[src/rtl/strip_read_arbiter.sv]
// Round-robin arbiter sharing one BRAM read port between NUM_STRIPS strip drivers.
// Translates each strip's local offset into its region and returns the byte after READ_LATENCY+1 cycles.
module strip_read_arbiter #(
  parameter int NUM_STRIPS    = 4,
  parameter int ADDRESS_WIDTH = 13,
  parameter int OFFSET_WIDTH  = 9,
  parameter int STRIP_STRIDE  = 480,
  parameter int READ_LATENCY  = 1
) (
  input  logic                               clk,
  input  logic                               rst,
  input  logic [NUM_STRIPS-1:0]              req,
  input  logic [NUM_STRIPS*OFFSET_WIDTH-1:0] offset,
  output logic [NUM_STRIPS-1:0]              gnt,
  output logic [NUM_STRIPS-1:0]              rvalid,
  output logic [7:0]                         rdata,
  output logic                               addr_err,
  output logic [ADDRESS_WIDTH-1:0]           mem_addr,
  input  logic [7:0]                         mem_dout
);

  localparam int PTR_W = $clog2(NUM_STRIPS);

  logic [PTR_W-1:0]         ptr;
  logic [NUM_STRIPS-1:0]    eligible;
  logic                     win_valid;
  logic [PTR_W-1:0]         win_idx;
  logic [OFFSET_WIDTH-1:0]  win_off;
  logic [31:0]              win_full;
  logic                     win_err;
  logic [NUM_STRIPS-1:0]    tap [READ_LATENCY];

  // A strip whose gnt is high this cycle is masked so a held req is not granted twice.
  // NOTE: every always_comb output gets a default first, so no path leaves a latch.
  always_comb begin
    eligible  = req & ~gnt;
    win_valid = 1'b0;
    win_idx   = '0;
    for (int k = 1; k <= NUM_STRIPS; k++) begin
      logic [31:0] idx;
      idx = (32'(ptr) + 32'(k)) % 32'(NUM_STRIPS);
      if (!win_valid && eligible[idx[PTR_W-1:0]]) begin
        win_valid = 1'b1;
        win_idx   = idx[PTR_W-1:0];
      end
    end
    win_off  = offset[win_idx*OFFSET_WIDTH +: OFFSET_WIDTH];
    win_full = 32'(win_idx) * 32'(STRIP_STRIDE) + 32'(win_off);
    win_err  = 32'(win_off) >= 32'(STRIP_STRIDE);
  end

  // NOTE: sequential state uses non-blocking assignments so every flop samples pre-edge values.
  always_ff @(posedge clk or posedge rst) begin
    if (rst) begin
      gnt      <= '0;
      ptr      <= PTR_W'(NUM_STRIPS - 1);
      mem_addr <= '0;
      addr_err <= 1'b0;
    end else begin
      gnt <= win_valid ? (NUM_STRIPS'(1) << win_idx) : '0;
      if (win_valid) begin
        ptr      <= win_idx;
        mem_addr <= win_full[ADDRESS_WIDTH-1:0];
        addr_err <= addr_err | win_err;
      end
    end
  end

  // One-hot return pipeline: tap[READ_LATENCY-1] lines up with valid mem_dout.
  // NOTE: this tiny pipeline array is reset so reads in flight at reset never produce rvalid.
  always_ff @(posedge clk or posedge rst) begin
    if (rst) begin
      for (int k = 0; k < READ_LATENCY; k++) tap[k] <= '0;
      rvalid <= '0;
      rdata  <= '0;
    end else begin
      tap[0] <= gnt;
      for (int k = 1; k < READ_LATENCY; k++) tap[k] <= tap[k-1];
      rvalid <= tap[READ_LATENCY-1];
      if (|tap[READ_LATENCY-1]) rdata <= mem_dout;
    end
  end

endmodule

[config.mk]
export PLATFORM = sky130hd
export DESIGN_NAME = strip_read_arbiter
export DESIGN_NICKNAME = d
export VERILOG_FILES = /design/src/rtl/strip_read_arbiter.sv
export SDC_FILE = /design/constraint.sdc
export NUM_CORES = 1
export LEC_CHECK = 0
export ABC_CLOCK_PERIOD_IN_PS = 3000
export CORE_MARGIN = 4
export CORE_UTILIZATION = 25
export DETAILED_ROUTE_END_ITERATION = 10
export DONT_BUFFER_PORTS = 1
export PLACE_DENSITY = 0.49
export SETUP_SLACK_MARGIN = 0.15
export SLEW_MARGIN = 0
export SYNTH_ARGS = -nofsm -noshare
export SYNTH_HDL_FRONTEND = slang
export SYNTH_SLANG_ARGS = --single-unit
[constraint.sdc]
create_clock -name clk -period 3 [get_ports clk]
set_input_delay 0.6 -clock clk [delete_from_list [all_inputs] [get_ports clk]]
set_output_delay 0.6 -clock clk [all_outputs]
set_load 0.05 [all_outputs]
==> results.toml <==
[run_status]
status = "finished, final reports clean"

[floorplan]
rows = 31
dieArea_sq_mm = 0.00887
die_x_microns = 94.2
coreArea_sq_mm = 0.00725
start_util = 0.256
ioPinCount = 80
die_h_microns = 94.2

[clocking]
cts_buffer_depth = 2
cts_inserted_buffers = 5
tritoncts = "built"
path_clk_slew_ns = 0.08
h-tree-depth = 2
clkLatencyLatePin_ns = 0.29
cts_root_buf = "clkbuf_8"
numClockSinks = 35

[yosys]
yosysWarnings = 0
synth_nets = 213
synthDistinctLibCells = 38
netlist_area_sq_mm = 0.00186
synth_cells = 152
seq_area_frac_synth = 0.473
avgSynthCellArea_sq_um = 12.2
ys_ff_latch = 35

[timing]
max_freq_mhz = 371
period_minus_slack_ns = 2.70
setup_viol = 0
hold_violations = 0
report.final.slew_viol_count = 0
finalSetupTns_ns = 0
clock_skew_ns = 0.00402
rsz0062_at_grt = "true"
finalCritPeriodShare = 0.900
slew_headroom = 0.411
tightestPinTransition_ns = 0.877

[critical_path]
path_max_fanout = 5
critical_path_arrival_ns = 2.84
worstSetupPathType = "flip-flop to flip-flop"
slowest_delay_ns = 0.57
startpoint_type = "flip-flop"
r2r-start = "ptr[0]"
slowest_stage = "dfstp_2"
crit_family = "flip-flops"
cp_num_buf_inv = 2
critPathRequiredTime_ns = 3.14
endpoint_kind = "flip-flop"
worst-r2r-cell-count = 13
cp_cell_sequence = "nand4bb_1 > a21boi_2 > nand3_2 > inv_4 > mux2i_2 > ha_2 > inv_1 > fa_2 > nor2b_1 > o21ai_1 > nand2b_1 > xnor2_1 > a21oi_1"
rrSetupSlack_ns = 0.30
r2r_end = "mem_addr[9]"

[detailed_routing]
drc_errors = 0
dr_total_vias = 1188
viasPerCell = 4.42
wl_per_cell_microns = 14.5
routed_wl_mm = 3.90
drt_first_pass_iters = 2
ant_nets = 0
drt_iter0_markers = 22

[grt]
grt_overflow = 0
first_global_vias = 1176
antenna_found_initial = 0
grt_pass1_wl_mm = 6.23
grt_max_degree = 25
grt.total_usage = 0.0911

[finish]
nNetsFinal = 230
fin_area_sq_mm = 0.00226
fillers = 765
num_antenna_cells = 0
most-common-layout-cells = "dfrtp_1 (30), mux2i_1 (22), buf_4 (15)"
area_delta_synth_final_pct = 21.8
drive_gt1_frac = 0.365
layout_commonest_cell = "dfrtp_1"

[place]
place.gp.congestion = 0.755
dpl_cell_area_sq_mm = 0.00203
io_buffers = 0
dp_hpwl_mm = 3.02

[run]
drv_cap = 0

[worst_hold_path]
hold_class = "input port to async pin"
worst register-to-register path: cells and delay by family (launching register included):
kind,cells,cell delay (ns)
adders and majority gates,2,0.57
and+or+nand+nor,4,0.52
muxes,1,0.25
xor gates and xnor gates,1,0.12
buffers and inverters,2,0.20
DFF,1,0.57
AOI/OAI and AO/OA,3,0.32
worst max path at each step:
stage | from | to | depth (start not counted)
2_1_floorplan | req[1] | mem_addr[9] | 14
3_3_place_gp | req[1] | mem_addr[10] | 12
5_1_grt | ptr[0] | mem_addr[9] | 13
4_1_cts | ptr[0] | mem_addr[9] | 13
6_report | ptr[0] | mem_addr[9] | 13
3_5_place_dp | req[1] | mem_addr[10] | 12
final cells by class:
cell class / instances / area, sq um / share of cell area
well taps: 99 / 124 / 0.0548
clock buffers: 6 / 82.6 / 0.0365
multi-input cells: 101 / 978 / 0.433
repair buffers: 15 / 113 / 0.0498
inverters: 11 / 43.8 / 0.0194
clock inverters: 2 / 38.8 / 0.0171
flip-flops and latches: 35 / 882 / 0.390
sequential cells by signal (all words and copies together), names as in the netlist:
signal	count
addr_err	1
rdata	8
gnt	4
tap	4
mem_addr	12
rvalid	4
ptr	2
kinds of logic after synthesis:
family	after synthesis	share of synthesized area
AOI/OAI and AO/OA	18	0.0627
xor gates and xnor gates	4	0.0189
adders and majority gates	11	0.0782
buffers and inverters	16	0.0424
DFF	35	0.473
muxes	41	0.230
other	1	0.00202
and+or+nand+nor	26	0.0923
synth_stat cells:
library cell,count,share of area
nor4_2,1,0.0067
a21boi_0,1,0.0040
o21ai_0,4,0.011
xor2_1,3,0.014
nor2_1,6,0.012
nor2b_4,1,0.0074
mux2_2,14,0.085
inv_1,9,0.018
clkbuf_1,2,0.0040
nand2b_1,3,0.010
a221o_1,1,0.0054
nand2_4,1,0.0061
buf_2,1,0.0027
nand2_1,2,0.0040
ha_1,10,0.067
o22ai_1,1,0.0034
a21o_1,1,0.0040
buf_8,1,0.0081
mux2i_1,27,0.15
nor3b_1,1,0.0040
xnor2_1,1,0.0047
a41o_1,1,0.0054
dfstp_2,2,0.028
dfrtp_1,33,0.44
nand4bb_1,1,0.0061
buf_4,1,0.0040
or3_1,1,0.0034
nand3_2,1,0.0054
and2_1,4,0.013
fa_1,1,0.011
nor2b_1,3,0.010
o21a_1,1,0.0040
conb_1,1,0.0020
inv_4,1,0.0034
o221ai_1,2,0.0094
nand4_1,1,0.0034
inv_2,1,0.0020
a21oi_1,6,0.016
per-stage QoR:
step,utilization,worst slack [ns],hold WS (ns),cells
floorplan,-,0.166,0.372,152
global placement,0.280,0.0798,0.378,256
detailed placement,0.280,0.0577,0.384,256
CTS,0.297,0.148,0.306,264
global route,0.312,0.114,0.323,269
finish,0.312,0.301,0.272,269
routing by layer:
| metal | track usage | vias to the layer above | routed length (microns) |
|---|---|---|---|
| met5 | 0 | - | 0 |
| met4 | 0.0289 | 0 | 45 |
| met3 | 0.0377 | 7 | 343 |
| met2 | 0.135 | 57 | 1770 |
| met1 | 0.120 | 564 | 1740 |
| li1 | - | 560 | - |
repair_timing:
action	4_1_cts	5_1_grt
pin swaps	0	8
endpoints found under the hold margin	0	0
resized for setup	1	16
gates cloned	0	0
setup buffers	0	5
setup endpoints to repair	1	3
hold buffers	0	0
Power is not shown: default switching activity piles up to over one toggle a cycle in this logic, so the estimate is an artifact.
